### src/rtl/pwm_demod.sv
// pwm_demod: recovers a centred duty-cycle sample (2*high - period) and the period from a PWM stream.
// Optional 4-tap boxcar on the output sample when PWM_DEMOD_AVG_EN is defined.
module pwm_demod #(
    parameter int CNT_W      = 17,
    parameter int MIN_PERIOD = 4
) (
    input  logic                  clk,
    input  logic                  reset,
    input  logic                  enable,
    input  logic                  pwm_in,
    output logic signed [CNT_W:0] sample_out,
    output logic [CNT_W-1:0]      period_out,
    output logic                  sample_valid,
    output logic                  stuck,
    output logic [7:0]            glitch_cnt
);
    localparam logic [CNT_W-1:0]   MAX_PERIOD = '1;
    localparam logic [CNT_W-1:0]   MIN_P      = CNT_W'(MIN_PERIOD);
    localparam logic [CNT_W-1:0]   ONE        = CNT_W'(1);
    localparam logic signed [CNT_W:0] POS_FULL = {1'b0, MAX_PERIOD};
    localparam logic signed [CNT_W:0] NEG_FULL = -POS_FULL;

    typedef enum logic [1:0] {IDLE, MEASURE, TIMEOUT} state_t;
    state_t state, state_nxt;

    logic                  pwm_m, pwm_s, pwm_d, rise;
    logic [CNT_W-1:0]      period_cnt, high_cnt, period_nxt, high_nxt;
    logic [CNT_W:0]        duty_diff;
    logic                  emit, glitch;
    logic signed [CNT_W:0] emit_sample;

    always_ff @(posedge clk or posedge reset) begin
        if (reset) begin
            {pwm_m, pwm_s, pwm_d} <= '0;
        end else begin
            pwm_m <= pwm_in;
            pwm_s <= pwm_m;
            pwm_d <= pwm_s;
        end
    end

    assign rise      = pwm_s & ~pwm_d;
    // Modular CNT_W+1-bit difference is exact because 0 <= high <= period.
    assign duty_diff = {high_cnt, 1'b0} - {1'b0, period_cnt};
    assign stuck     = (state == TIMEOUT);

    always_ff @(posedge clk or posedge reset) begin
        if (reset) begin
            state      <= IDLE;
            period_cnt <= '0;
            high_cnt   <= '0;
        end else begin
            state      <= state_nxt;
            period_cnt <= period_nxt;
            high_cnt   <= high_nxt;
        end
    end

    always_comb begin
        state_nxt   = state;
        period_nxt  = (period_cnt == MAX_PERIOD) ? period_cnt : period_cnt + ONE;
        high_nxt    = (pwm_s && high_cnt != MAX_PERIOD) ? high_cnt + ONE : high_cnt;
        emit        = 1'b0;
        glitch      = 1'b0;
        emit_sample = $signed(duty_diff);
        if (!enable) begin
            state_nxt  = IDLE;
            period_nxt = '0;
            high_nxt   = '0;
        end else begin
            case (state)
                IDLE: begin
                    period_nxt = '0;
                    high_nxt   = '0;
                    if (rise) begin
                        state_nxt  = MEASURE;
                        period_nxt = ONE;
                        high_nxt   = ONE;
                    end
                end
                MEASURE: begin
                    // The edge cycle is counted as the first cycle of the new period.
                    if (rise) begin
                        period_nxt = ONE;
                        high_nxt   = ONE;
                        if (period_cnt >= MIN_P) emit = 1'b1;
                        else                     glitch = 1'b1;
                    end else if (period_cnt == MAX_PERIOD) begin
                        state_nxt   = TIMEOUT;
                        emit        = 1'b1;
                        emit_sample = pwm_s ? POS_FULL : NEG_FULL;
                    end
                end
                TIMEOUT: begin
                    if (rise) begin
                        state_nxt  = MEASURE;
                        period_nxt = ONE;
                        high_nxt   = ONE;
                    end
                end
                default: state_nxt = IDLE;
            endcase
        end
    end

    always_ff @(posedge clk or posedge reset) begin
        if (reset) glitch_cnt <= '0;
        else if (glitch && glitch_cnt != 8'hFF) glitch_cnt <= glitch_cnt + 8'd1;
    end

`ifdef PWM_DEMOD_AVG_EN
    logic signed [CNT_W:0]   tap0, tap1, tap2, tap3;
    logic signed [CNT_W+2:0] tap_sum;
    logic                    pend_valid, fill;
    logic [CNT_W-1:0]        pend_period;

    assign fill    = (state == MEASURE) && (state_nxt == TIMEOUT);
    assign tap_sum = (CNT_W+3)'(tap0) + (CNT_W+3)'(tap1) + (CNT_W+3)'(tap2) + (CNT_W+3)'(tap3);

    always_ff @(posedge clk or posedge reset) begin
        if (reset) begin
            {tap0, tap1, tap2, tap3} <= '0;
            pend_valid   <= 1'b0;
            pend_period  <= '0;
            sample_valid <= 1'b0;
            sample_out   <= '0;
            period_out   <= '0;
        end else if (!enable) begin
            {tap0, tap1, tap2, tap3} <= '0;
            pend_valid   <= 1'b0;
            sample_valid <= 1'b0;
        end else begin
            pend_valid   <= emit;
            sample_valid <= pend_valid;
            if (emit) begin
                pend_period <= period_cnt;
                tap0 <= emit_sample;
                tap1 <= fill ? emit_sample : tap0;
                tap2 <= fill ? emit_sample : tap1;
                tap3 <= fill ? emit_sample : tap2;
            end
            if (pend_valid) begin
                sample_out <= (CNT_W+1)'(tap_sum >>> 2);
                period_out <= pend_period;
            end
        end
    end
`else
    always_ff @(posedge clk or posedge reset) begin
        if (reset) begin
            sample_valid <= 1'b0;
            sample_out   <= '0;
            period_out   <= '0;
        end else begin
            sample_valid <= emit;
            if (emit) begin
                sample_out <= emit_sample;
                period_out <= period_cnt;
            end
        end
    end
`endif

endmodule
### config.mk
export PLATFORM = sky130hd
export DESIGN_NAME = pwm_demod
export DESIGN_NICKNAME = d
export VERILOG_FILES = /design/src/rtl/pwm_demod.sv
export SDC_FILE = /design/constraint.sdc
export NUM_CORES = 1
export LEC_CHECK = 0
export CORE_MARGIN = 2
export CORE_UTILIZATION = 39
export CTS_CLUSTER_SIZE = 20
export DETAILED_ROUTE_END_ITERATION = 10
export DONT_BUFFER_PORTS = 1
export HOLD_SLACK_MARGIN = 0.15
export PLACE_DENSITY_LB_ADDON = 0.2
export SLEW_MARGIN = 20
export SYNTH_ARGS = -nofsm -noshare
export SYNTH_HDL_FRONTEND = slang
export SYNTH_SLANG_ARGS = --single-unit
### constraint.sdc
create_clock -name clk -period 6.8 [get_ports clk]
set_clock_uncertainty 0.15 [all_clocks]
set_input_delay 0.34 -clock clk [delete_from_list [all_inputs] [get_ports clk]]
set_output_delay 0.34 -clock clk [all_outputs]
set_load 0.02 [all_outputs]
After elaboration in Yosys (flattened, before gate mapping):

Cells that the tools add are included.

* word-level logic and storage cells: 59
* output and inout bits: 45
* register bits after elaboration: 83
* input bits: 4

* $lt $le $gt $ge: 1
* reductions and logical operators: 6
* add/subtract/negate cells: 4
* mux-type cells: 28
* equality and inequality tests: 8
* bitwise operators: 2

Operators with widths (count)
* 2-to-1 mux 17 bit: 6
* 2-to-1 mux 18 bit: 5
* one-hot mux 17 bit (2 select lines): 2
* adder 17 x 1 -> 17 bit (second input constant): 2
* subtractor 18 x 17 -> 18 bit: 1
* equality test 17 bit (second input constant): 1
* greater-or-equal comparator 17 x 3 -> 1 bit (second input constant): 1
* inequality test 17 bit (second input constant): 1
* 2-to-1 mux 1 bit: 10
* adder 8 x 1 -> 8 bit (second input constant): 1
* 2-to-1 mux 2 bit: 4
* inequality test 8 bit (second input constant): 1
* inequality test 3 bit (second input constant): 2
* one-hot mux 2 bit (2 select lines): 1
* OR reduction 2 bit: 2
* inequality test 3 x 2 -> 1 bit (second input constant): 1
* AND reduction 3 bit: 1
* equality test 2 x 1 -> 1 bit (second input constant): 1
* equality test 2 bit (second input constant): 1
* logical AND 1 bit: 2
* logical NOT 2 bit: 1
* AND 1 bit: 1
* NOT 1 bit: 1

Longest topological paths before layout:

* depth in word-level cells: 6
* depth in mapped cells: 12
* depth with buffers taken out: 11

Least setup slack after synthesis:

Ideal clock, no wire load.

* path kind: flip-flop to flip-flop
* from: reg high_cnt[8]
* to: reg high_cnt[10]
* clock period less this slack: 2437 ps
* cell stages (with the launch flop): 13
* required time: 6572 ps
* buffers on the path: 1
* setup slack: 4363 ps
* library setup time: 78 ps
* data arrival time: 2209 ps
* cell sequence: dfrtp_1 > and3_1 > and3_1 > nand3_1 > nor4_1 > ha_1 > nor2b_1 > buf_2 > nand2_1 > nor2_1 > nand2_1 > or3_1 > a21oi_1

* cells in the longest elaborated chain, start to end: 6
* elaborated cells on any way between the ends: 7
* classes of those cells: add/sub: 1; eq/ne: 1; mux: 4; reduce/logical: 1

RTL lines
* start, declared: line 27 `logic [CNT_W-1:0] period_cnt, high_cnt, period_nxt, high_nxt;`
* start signal, assigned: line 55 `high_cnt <= high_nxt;`
* branches (longest 2 deep; another with adder 17 x 1 -> 17 bit)
* 2-to-1 mux 17 bit (*): line 62 `high_nxt = (pwm_s && high_cnt != MAX_PERIOD) ? high_cnt + ONE : high_cnt;`
* 2-to-1 mux 17 bit: line 83, 95
* one-hot mux 17 bit (2 select lines) (*): line 71 `case (state)`
* 2-to-1 mux 17 bit (*): line 66 `if (!enable) begin`
* via high_nxt[10]: line 27

Mark *: on every way through the listed nets, which the timed path passes.
A chain may end at the register's enable or synchronous reset.

Worst setup path after layout:

Ends and elaborated chain as after synthesis.

==> flow_summary.toml <==
[finish]
fill_cells = 1175
drive_gt1_share_pct = 7.198
area_growth_pct = 11.18
layout_common_cells = "83 x dfrtp_1, 57 x nand2_1, 53 x nor2_1, 31 x o21ai_0, 31 x a21oi_1"
final_common_cell = "dfrtp_1"
num_antenna_cells = 0
finalNetCount = 540

[logic_synthesis]
synth-simple-area-share_pct = 19.85
synth-xor-area-share_pct = 7.790
synth-compound-area-share_pct = 16.56
ys_seq_elements = 83
synthAdderAreaFrac_pct = 7.313
async_reset_ff_share_pct = 100.0
syn-cell-area_um2 = 4722
avgSynthCellArea_um2 = 9.295
ys.warnings.count = 0
muxShareOfSynthArea_pct = 0.6624
yosysSeqAreaShare_pct = 43.99
syn_inst = 508
synth_fp_nets = 539
synth_cell_types = 62
ys.flop_type = "dfrtp_1"
synth_top_family_by_area = "simple AND/OR/NAND/NOR gates"
synth_edf_count = 0

[min_path]
min_path_type = "flip-flop to flip-flop"

[pwr]
p_leak_nw = 2.319
p_per_area_nw_per_um2 = 223.6
intPower_mw = 0.9162
ir_drop_uv = 117.8
p_seq_share_pct = 44.0
pwr-share-clk_pct = 51.4
p_sw_mw = 0.2576
power.share.combinational_pct = 4.5
power_switching_share_pct = 21.94

[timing]
slew_viol_final = 0
finalSetupViolCount = 0
fin_tns_setup_ns = 0
fin_hold_ws_ns = 0.2045
fin_crit_sh_pct = 43.64
finalHoldViolations = 0
slew_headroom_pct = 43.06
rsz0062_at_grt = "false"
min_period_ns = 2.968
worst_slew_pin_slew_ns = 0.8542
fmax_mhz = 337.0

[floorplanning]
coreArea_um2 = 11910
start_util_pct = 39.64
die_w_um = 114.0
die_area_um2 = 13000
rows = 40
io_pins = 49
die_h_um = 114.0

[global_route]
overflow = 0
grt_max_degree = 84
grt_pass1_wl_um = 18910
antenna_found_initial = 0
grt_pass1_vias = 3574
grt_use_total_pct = 18.80

[routing]
dr.pass1.iters = 5
ant_nets = 0
routed_wirelength_um = 11390
num_vias = 3617
drc = 0
wl_per_cell_um = 17.23
drtIter0Drc = 263
viasPerCell = 5.472

[clocking]
cts.clk_slew.worst_paths_ns = 0.06
cts_sinks = 83
insertion_delay_ns = 0.35
cts_tree = "done"
clockRootBuffer = "clkbuf_16"
clockBufferDepth = 2
htree_levels = 3
cts_buffers = 9
cts_resized = 0

[run]
drv_cap = 0

[setup_path]
cp-end-kind = "flip-flop"
worstPathRequired_ns = 6.91
critical_path_peak_fanout = 6
worstSetupStartpointType = "flip-flop"
arrival_ns = 3.08
crit_type = "flip-flop to flip-flop"

[placed_design]
gp_congestion = 0.8735
portBuffers = 0
dp_hpwl_um = 8433

[status]
status = "completed"
==> per-stage QoR <==
stage / setup slack, ns / total power, mW / util (%) / std cells / instance area, µm²
after floorplan: 4.173 / 0.5636 / - / 508 / 4722
after global placement: 3.986 / 0.5776 / 40.71 / 642 / 4850
after detailed placement: 3.868 / 0.5779 / 40.71 / 642 / 4850
after CTS: 3.830 / 1.187 / 44.02 / 661 / 5244
after global routing: 3.630 / 1.219 / 44.08 / 661 / 5250
final: 3.832 / 1.174 / 44.08 / 661 / 5250
==> cell type report <==
type / count / area (µm²) / area share, %
multi-input combinational: 381 / 2466 / 46.97
clock inverter: 7 / 138.9 / 2.645
inverter: 29 / 110.1 / 2.097
clock buffer: 9 / 225.2 / 4.290
timing repair buffer: 5 / 48.80 / 0.9295
tap: 147 / 183.9 / 3.503
sequential: 83 / 2077 / 39.56
==> kinds of logic (layout without fill, tap and decap cells) <==
kind of cell	Yosys count	after routing
multiplexers	3	3
AND/OR/NAND/NOR	189	189
XOR/XNOR	42	42
AO/OA/AOI/OAI	120	120
buffers and inverters	44	50
adder cells (fa/ha/maj)	27	27
flip-flops	83	83
==> cells in the mapped netlist, types with 4 or more instances <==
library cell  instances  area (µm²)
nand2_1              58       217.7
clkbuf_1              9       33.78
o21ai_1               4       20.02
o21a_1                5       37.54
xor2_1               17       148.9
ha_1                 26       325.3
dfrtp_1              83        2077
and3_1                5       31.28
nand3_1              16       80.08
a211oi_1              5       37.54
nor4_1                6       37.54
inv_1                28       105.1
nor3_1               14       70.07
xnor2_1              25       219.0
nor2_1               53       198.9
o21ai_0              31       155.2
a31oi_1               5       31.28
a21oi_1              31       155.2
a21o_1               10       75.07
nor2b_1               7       43.79
o32ai_1               4       35.03
nand4_1              14       87.58
==> flip-flops by register name (all words and copies together), names as in the netlist <==
register      count
pwm_s             1
state             2
period_cnt       17
pwm_m             1
period_out       17
pwm_d             1
glitch_cnt        8
high_cnt         17
sample_valid      1
sample_out       18
==> critical path: stages (launching register included) <==
cell,delay [ns]
dfrtp_1,0.43
and3_1,0.21
and3_1,0.21
nand3_1,0.10
nor4_1,0.06
ha_1,0.18
nor2b_1,0.42
nand2_1,0.16
nor2_1,0.31
nand2_1,0.16
or3_1,0.32
a21oi_1,0.14
==> power by group through the flow <==
stage               combinational (mW)  clock, mW  sequential, mW
finish                          0.0534      0.603           0.517
global route                    0.0617      0.639           0.518
CTS                             0.0540      0.616           0.517
detailed placement              0.0522          0           0.526
global placement                0.0518          0           0.526
floorplan                       0.0415          0           0.522
==> timing repair <==
item,in CTS,in global routing
setup endpoints to repair,0,0
hold buffers,3,0
endpoints found under the hold margin,88,0
buffers inserted,0,0
==> layer usage <==
layer / global-route usage, % / vias up / part of all wire [%] / wire [µm]
met5: 0 / - / 0 / 0
met4: 7.236 / 0 / 1.7 / 189
met2: 28.81 / 56 / 46 / 5244
met3: 3.507 / 13 / 3.6 / 409
met1: 26.44 / 1758 / 49 / 5549
li1: - / 1790 / - / -
==> final timing paths <==
path | start | end | slack (ns) | depth (start not counted)
hold / removal | pwm_m$_DFF_PP0_ | pwm_s$_DFF_PP0_ | 0.20 | 0
max in group asynchronous | reset | period_out[0]$_DFFE_PP0P_ | 5.47 | 3
min in group asynchronous | reset | state[0]$_DFFE_PP0P_ | 0.51 | 3
setup reg to reg | high_cnt[8]$_DFF_PP0_ | high_cnt[10]$_DFF_PP0_ | 3.83 | 11
setup / recovery | high_cnt[8]$_DFF_PP0_ | high_cnt[10]$_DFF_PP0_ | 3.83 | 11
hold reg to reg | pwm_m$_DFF_PP0_ | pwm_s$_DFF_PP0_ | 0.20 | 0
Note: power is estimated with default switching activity, not from simulation.
